File: src/rtl/serial_subtractor.sv
// serial_subtractor: bit-serial a - b - bin, LSB first, one bit per clock,
// with valid/ready handshakes on both the operand and the result side.
module serial_subtractor #(
    parameter int WIDTH = 8
) (
    input  logic             clk,
    input  logic             rst,
    input  logic             in_valid,
    output logic             in_ready,
    input  logic [WIDTH-1:0] a,
    input  logic [WIDTH-1:0] b,
    input  logic             bin,
    output logic             out_valid,
    input  logic             out_ready,
    output logic [WIDTH-1:0] diff,
    output logic             bout,
    output logic             ovf
);
    localparam int CW = $clog2(WIDTH);

    typedef enum logic [1:0] {IDLE, SHIFT, DONE} state_t;

    state_t           r_state;
    logic [WIDTH-1:0] r_a, r_b, r_diff;
    logic [CW-1:0]    r_cnt;
    logic             r_br, r_amsb, r_bmsb, r_bout, r_ovf;
    logic             w_d, w_br;

    assign w_d  = r_a[0] ^ r_b[0] ^ r_br;
    assign w_br = (~r_a[0] & r_b[0]) | (~(r_a[0] ^ r_b[0]) & r_br);

    always_ff @(posedge clk) begin
        if (rst) begin
            r_state <= IDLE;
            r_a     <= '0;
            r_b     <= '0;
            r_diff  <= '0;
            r_cnt   <= '0;
            r_br    <= 1'b0;
            r_amsb  <= 1'b0;
            r_bmsb  <= 1'b0;
            r_bout  <= 1'b0;
            r_ovf   <= 1'b0;
        end else begin
            case (r_state)
                IDLE: if (in_valid) begin
                    r_a     <= a;
                    r_b     <= b;
                    r_br    <= bin;
                    r_amsb  <= a[WIDTH-1];
                    r_bmsb  <= b[WIDTH-1];
                    r_cnt   <= '0;
                    r_state <= SHIFT;
                end
                SHIFT: begin
                    r_diff <= {w_d, r_diff[WIDTH-1:1]};
                    r_a    <= r_a >> 1;
                    r_b    <= r_b >> 1;
                    r_br   <= w_br;
                    r_cnt  <= r_cnt + 1'b1;
                    // last bit: w_d becomes diff MSB, so overflow is decided here
                    if (r_cnt == CW'(WIDTH - 1)) begin
                        r_bout  <= w_br;
                        r_ovf   <= (r_amsb ^ r_bmsb) & (w_d ^ r_amsb);
                        r_state <= DONE;
                    end
                end
                DONE: if (out_ready) r_state <= IDLE;
                default: r_state <= IDLE;
            endcase
        end
    end

    assign in_ready  = (r_state == IDLE);
    assign out_valid = (r_state == DONE);
    assign diff      = r_diff;
    assign bout      = r_bout;
    assign ovf       = r_ovf;
endmodule

File: config.mk
export PLATFORM = sky130hd
export DESIGN_NAME = serial_subtractor
export DESIGN_NICKNAME = d
export VERILOG_FILES = /design/src/rtl/serial_subtractor.sv
export SDC_FILE = /design/constraint.sdc
export NUM_CORES = 1
export LEC_CHECK = 0
export CORE_UTILIZATION = 45
export CTS_BUF_LIST = sky130_fd_sc_hd__clkbuf_8
export CTS_CLUSTER_DIAMETER = 60
export CTS_CLUSTER_SIZE = 8
export DETAILED_ROUTE_END_ITERATION = 10
export PLACE_DENSITY_LB_ADDON = 0.2
export SYNTH_ARGS = -nofsm -noshare
export SYNTH_HDL_FRONTEND = slang
export SYNTH_SLANG_ARGS = --single-unit
File: constraint.sdc
create_clock -name clk -period 2.9 [get_ports clk]
set_clock_uncertainty 0.2 [all_clocks]
set_input_delay 0.58 -clock clk [delete_from_list [all_inputs] [get_ports clk]]
set_output_delay 0.58 -clock clk [all_outputs]
set_load 0.02 [all_outputs]
Word-level counts from Yosys, hierarchy flattened
Index checks and enable logic that the tools add are counted.
{"block": "totals", "reg_bits": 34, "input_bits": 21, "out_inout_bits": 12}
{"block": "classes", "addsub": 1, "eq_ne": 6, "muxes": 12, "n_bitwise": 10, "n_reduce_logical": 6}
{"cell": "$pmux W8 S2", "n": 2}
{"cell": "$mux W8", "n": 2}
{"cell": "$mux W2", "n": 3}
{"cell": "$pmux W2 S3", "n": 1}
{"cell": "$pmux W3 S2", "n": 1}
{"cell": "$reduce_and A2 Y1", "n": 3}
{"cell": "$ne A2 B2 Y1 const B", "n": 2}
{"cell": "$xor A1 B1 Y1", "n": 4}
{"cell": "$add A3 B1 Y3 const B", "n": 1}
{"cell": "$and A1 B1 Y1", "n": 3}
{"cell": "$eq A3 B3 Y1 const B", "n": 1}
{"cell": "$mux W3", "n": 1}
{"cell": "$reduce_and A3 Y1", "n": 1}
{"cell": "$eq A2 B1 Y1 const B", "n": 1}
{"cell": "$eq A2 B2 Y1 const B", "n": 1}
{"cell": "$logic_not A2 Y1", "n": 1}
{"cell": "$ne A2 B1 Y1 const B", "n": 1}
{"cell": "$not A1 Y1", "n": 2}
{"cell": "$pmux W1 S2", "n": 1}
{"cell": "$reduce_bool A2 Y1", "n": 1}
{"cell": "$mux W1", "n": 1}
{"cell": "$or A1 B1 Y1", "n": 1}

Logic depth before layout (Yosys ltp)
Gate-level depths: netlist of the first run.
{"block": "logic_depth", "word_depth": 5, "ltp_mapped": 6, "depth_no_buf": 5}

Worst setup path before layout of the first run
OpenSTA, ideal clock, no wires.
{"block": "synth_path", "path_type": "reg-to-output", "start": "register r_state[0]", "end": "output port out_valid", "t_arrival_ns": 0.940, "t_required_ns": 2.120, "setup_slack_ns": 1.180, "stages_incl_launch_ff": 4, "cell_sequence": "dfxtp_1 -> buf_4 -> buf_4 -> nor2b_1"}
{"block": "synth_between", "elab_chain_len": 1}
{"element": "start, declared", "line": "23", "rtl": "state_t r_state;"}
{"element": "start signal, assigned", "line": "34", "rtl": "r_state <= IDLE;"}
{"element": "start signal, assigned", "line": "53", "rtl": "r_state <= SHIFT;"}
{"element": "start signal, assigned", "line": "65", "rtl": "r_state <= DONE;"}
{"element": "$eq A2 B2 Y1", "line": "75", "rtl": "assign out_valid = (r_state == DONE);"}
{"element": "end, declared", "line": "13", "rtl": "output logic out_valid,"}
No other way between the ends.

Worst setup path in the final report of the first run
{"block": "layout_path", "start": "register r_state[1]", "end": "output port out_valid"}
The elaborated chain is that of the path after synthesis.

==> results.tsv, run 1 <==
metric	value	unit
yosys_reg_bits	34	
filler_cell_count	314	
port_buffers	32	
clock_insertion_delay_worst_skew	280	ps
start_kind	flip-flop	
xor_xnor_share_of_the_synthesized_area	0	%
critical_path_arrival	1740	ps
drt-wirelength-per-cell	12.6	um
clock_power_share	34.4	%
cts-root-buf	sky130_fd_sc_hd__clkbuf_8	
internal_power	760	uW
floorplan.die_area	3740	um2
achievable-frequency	396	MHz
multi_input_area	774	um2
number_of_antenna_violations_at_the_first_check_in_global_routing	0	
gr-usage-all-layers	18.8	%
grt_pass1_wl	5.00	mm
tritoncts_num_sinks	34	
post_synth_inst_count	161	
ant_nets	0	
critPathSlowestCell	sky130_fd_sc_hd__clkdlybuf4s50_1	
synth_top_cell_by_area	sky130_fd_sc_hd__dfxtp_1	
maximum_number_of_pins_on_one_net_before_global_route_repair	29	
setup_viol	0	
timing.max_slew.rel_slack	48.9	%
worst-endpoint-required	2120	ps
drive_gt1_share	16.3	%
total_half_perimeter_wirelength_after_legalization_and_detailed_placement	2.11	mm
clock_tree_from_tritoncts	built	
async_reset_ff_share	0	%
start_util	47.2	%
setup.worst_path.end_class	primary output	
post-route-period-util	87.0	%
cap_viol_max_count	0	
netlist.area_leader.share	43.2	%
initialDrtViolationCount	35	
htree_num_levels	2	
detail_route.drc_violations	0	
ctsHoldBuffers	0	
final-seq-area	681	um2
utilization	59.2	%
yosys.area_share.adder	2.86	%
worst_setup_hold_path_clk_slew	70	ps
synth-compound-area-share	21.9	%
clock_tree.buffer_depth	2	
route.vias.total	1197	
combinationalPowerShare	15.5	%
largest_vdd_supply_drop	334	uV
gp_routability_congestion	0.721	
globalRouteOverflowTotal	0	
setup-tns-final	0	ps
cts_setup_buffers	0	
first_global_vias	1096	
worstPathMaxFanout	12	
syn_area	1580	um2
final_routed_wirelength	2.98	mm
cts_inserted_buffers	5	
synthMuxAreaShare	10.2	%
fin_crit	2520	ps
ys.flop_type	sky130_fd_sc_hd__dfxtp_1	
area.growth.synth_to_final	25.3	%
synth_nets	185	
die_w	61.2	um
rrSetupSlack	750	ps
largest_family_of_logic_cells_by_synthesized_area	compound AO/OA/AOI/OAI gates	
die_height	61.2	um
synth_area_leaders	sky130_fd_sc_hd__dfxtp_1, sky130_fd_sc_hd__a211oi_2, sky130_fd_sc_hd__mux2i_1	
number_of_flops_mapped_to_enable_cells_by_yosys	0	
syn_avg_cell_area	9.78	um2
drt-vias-per-instance	5.07	
powerDensity	517	nW/um2
net_switching	261	uW
share_seq_of_total_power	50.1	%
cp_slowest_stage_delay	640	ps
sequential_element_share_of_the_synthesized_area	43.2	%
total_iterations_of_the_first_detailed_routing_run	4	
critPathKind	reg -> out	
synth.most_common_cell	sky130_fd_sc_hd__dfxtp_1	
synth_common_cells	sky130_fd_sc_hd__dfxtp_1, sky130_fd_sc_hd__nand2_1, sky130_fd_sc_hd__a21oi_1, sky130_fd_sc_hd__mux2i_1, sky130_fd_sc_hd__nor2_1	
cts-resized-gates	0	
cellLeakagePower	0.727	nW
slew_viol_final	0	
yosys_warnings	0	
floorplan.rows	21	
nets	213	
outcome	finished, final reports clean	
timing.final.hold_violations	0	
critical_path_cell_list	nor2b_1, clkdlybuf4s50_1	
hp-class	reg -> reg	
rsz_0062_raised_after_global_routing	false	
tightest_slew	763	ps
power.share.switching	25.6	%
power	1.02	mW
total_i_o_pin_count	33	
synth-simple-area-share	14.2	%
core_area	3340	um2
diodes	0	
synthDistinctLibCells	28	
==> routing by layer <==
layer | wire, um | up-vias | track usage [%]
li1 | - | 608 | -
met1 | 1380 | 554 | 23.5
met2 | 1400 | 31 | 29.2
met3 | 144 | 4 | 5.67
met4 | 56 | 0 | 9.74
met5 | 0 | - | 0
==> final timing paths <==
check,startpoint,endpoint,depth (start not counted)
max reg2reg,r_state[0],ovf,4
max,r_state[1],out_valid,2
min reg2reg,diff[0],diff[0],2
min,diff[0],diff[0],2
==> cell usage in the layout, fill, tap and decap left out, drive strengths merged, types with 2 or more instances in the layout <==
cell type	netlist	routed
clkbuf	4	6
a211oi	14	14
mux2i	16	16
clkdlybuf4s50	0	32
dfxtp	34	34
nor2b	2	2
a21oi	16	16
buf	10	3
a311oi	2	2
nor2	22	22
a22oi	3	3
ha	2	2
nor3b	2	2
nand2	18	18
o21ai	2	2
nand2b	3	3
inv	4	5
==> layout make-up <==
cell class	count	area share, %
clock inverters	2	0.444
inverters	4	0.760
repair buffers	35	18.0
well taps	46	2.92
multi-input cells	109	39.2
clock buffers	6	4.18
flip-flops and latches	34	34.5
==> flip-flops by register name, summed over array words and instances (netlist names) <==
name,cells
r_b,8
r_amsb,1
diff,8
r_bmsb,1
bout,1
r_state,2
ovf,1
r_a,8
r_br,1
r_cnt,3
==> per-stage QoR <==
stage	cell area (um2)	hold WS (ps)	instances	setup slack, ps
after floorplan	1580	254	161	1180
after global placement	1880	242	228	716
after detailed placement	1880	264	228	651
after CTS	1970	274	236	381
after global routing	1970	293	236	309
final	1970	267	236	376
==> worst max-delay path, delay by kind of cell (launching register included) <==
kind	cells	cell delay [ps]
buffers and inverters	1	640
flip-flops	1	550
AND/OR/NAND/NOR	1	260
==> power by group through the flow <==
stage | logic [mW] | registers [mW] | clock network [mW]
finish | 0.158 | 0.512 | 0.351
global route | 0.174 | 0.515 | 0.377
CTS | 0.159 | 0.512 | 0.362
detailed placement | 0.159 | 0.523 | 0
global placement | 0.153 | 0.522 | 0
floorplan | 0.117 | 0.518 | 0
==> cell families after synthesis <==
| logic type | count (synthesis) |
|---|---|
| AO/OA/AOI/OAI | 41 |
| adder cells (fa/ha/maj) | 3 |
| buffers and inverters | 18 |
| flip-flops | 34 |
| multiplexers | 16 |
| AND/OR/NAND/NOR | 49 |
No activity file was read; power rests on OpenSTA's default activity.
==> run 2: changes to the inputs <==
==> constraint.sdc (replaced) <==
create_clock -name clk -period 2.9 [get_ports clk]
set_clock_uncertainty 0.2 [all_clocks]
set_input_delay 0.87 -clock clk [delete_from_list [all_inputs] [get_ports clk]]
set_output_delay 0.87 -clock clk [all_outputs]
set_load 0.02 [all_outputs]
==> results.tsv, run 2 (same netlist as run 1, synthesis figures left out) <==
metric	value	unit
outcome	finished, final reports clean	
layout_commonest_cell	sky130_fd_sc_hd__dfxtp_1	
drt-wirelength-per-cell	12.4	um
floorplan.rows	21	
clock_tree_from_tritoncts	built	
number_of_antenna_violations_at_the_first_check_in_global_routing	0	
worstPathMaxFanout	12	
layout.cell_area.non_filler	2030	um2
placed_area	1890	um2
port_buffers	32	
final-instance-count-excl-fill	237	
setup-tns-final	0	ps
total_half_perimeter_wirelength_after_legalization_and_detailed_placement	2.05	mm
worst-r2r-cell-count	4	
whs_path_depth	2	
globalRouteOverflowTotal	0	
diodes	0	
detail_route.drc_violations	0	
ant_nets	0	
timing.max_slew.rel_slack	63.7	%
tritoncts_num_sinks	34	
largest_vdd_supply_drop	369	uV
cts_inserted_buffers	5	
drt-vias-per-instance	5.03	
htree_num_levels	2	
floorplan.die_area	3740	um2
filler_cell_count	297	
rrSetupSlack	1060	ps
gp_routability_congestion	0.696	
post-route-period-util	95.4	%
worstHoldEndpoint	diff[0]	
start_util	47.2	%
start_kind	flip-flop	
slew_viol_final	0	
worst_setup_hold_path_clk_slew	70	ps
hp-class	reg -> reg	
cap_viol_max_count	0	
worstReg2RegEnd	ovf	
die_w	61.2	um
final_routed_wirelength	2.93	mm
total_iterations_of_the_first_detailed_routing_run	4	
core_area	3340	um2
most-common-layout-cells	sky130_fd_sc_hd__dfxtp_1, sky130_fd_sc_hd__clkdlybuf4s50_1, sky130_fd_sc_hd__nand2_1	
fin_crit	2770	ps
cellLeakagePower	0.752	nW
grt_pass1_wl	4.86	mm
maximum_number_of_pins_on_one_net_before_global_route_repair	35	
power	1.21	mW
critPathKind	reg -> out	
clock_insertion_delay_worst_skew	290	ps
powerDensity	595	nW/um2
total_i_o_pin_count	33	
worst-endpoint-required	1830	ps
die_height	61.2	um
fin_ws	134	ps
drive_gt1_share	17.3	%
tightest_slew	544	ps
met2RoutedLength	1.43	mm
ctsHoldBuffers	0	
place_worst_setup_slack	433	ps
area.growth.synth_to_final	29.1	%
critical_path_arrival	1700	ps
first_global_vias	1153	
wl_met3	108	um
m1WireLength	1.33	mm
setup.worst_path.end_class	primary output	
cts-root-buf	sky130_fd_sc_hd__clkbuf_8	
numPlacedInstances	229	
initialDrtViolationCount	41	
nets	214	
route.vias.total	1192	
timing.final.hold_violations	0	
rsz_0062_raised_after_global_routing	false	
cts_setup_buffers	0	
cts-resized-gates	0	
gr-usage-all-layers	18.2	%
reg2reg_from	r_state[0]	
achievable-frequency	362	MHz
clock_tree.buffer_depth	2	
top_layer_used	met4	
timing.hold.worst.start	diff[0]	
setup_viol	0	
==> run 2: changes by cell type in the layout (fill, tap and decap cells not counted) <==
cell / change
sky130_fd_sc_hd__bufinv_16: +2
sky130_fd_sc_hd__clkinv_2: -1
sky130_fd_sc_hd__inv_1: -1
sky130_fd_sc_hd__buf_4: +1
==> run 2: worst max path at each step <==
| stage | from | endpoint | cells after the start |
|---|---|---|---|
| global placement | r_state[1] | out_valid | 2 |
| global route | r_state[1] | out_valid | 2 |
| CTS | r_state[1] | out_valid | 2 |
| floorplan | r_state[0] | out_valid | 3 |
| detailed placement | in_valid | r_bmsb | 4 |
| finish | r_state[1] | out_valid | 2 |
==> run 2: worst max-delay path, stage by stage (launching register included) <==
cell and delay [ps]:
sky130_fd_sc_hd__dfxtp_1 530, sky130_fd_sc_hd__nor2b_1 240, sky130_fd_sc_hd__clkdlybuf4s50_1 630
==> run 2: area by class of cell <==
type	instances	area (um2)	share of cell area, %
flip-flops and latches	34	681	33.5
clock inverters	2	60.1	2.95
inverters	4	15.0	0.738
clock buffers	6	82.6	4.06
well taps	46	57.6	2.83
repair buffers	36	363	17.8
multi-input cells	109	774	38.1
==> run 2: where the power goes <==
part / leakage, nW / internal, mW / switching [mW]
registers: 0.279 / 0.493 / 0.0165
clock network: 0.0714 / 0.367 / 0.170
logic: 0.401 / 0.0812 / 0.0812
==> run 2: stage by stage <==
stage                     utilization (%)  hold WS, ps
final                                60.9          266
after global placement               56.7          240
after global routing                 60.9          292
after detailed placement             56.7          262
after CTS                            60.9          271
after floorplan                         -          254
==> run 2: layer usage <==
metal  global-route usage [%]  vias up
li1                         -      612
met3                     5.04        5
met2                     31.7       24
met1                     20.1      551
met5                        0        -
met4                     9.74        0
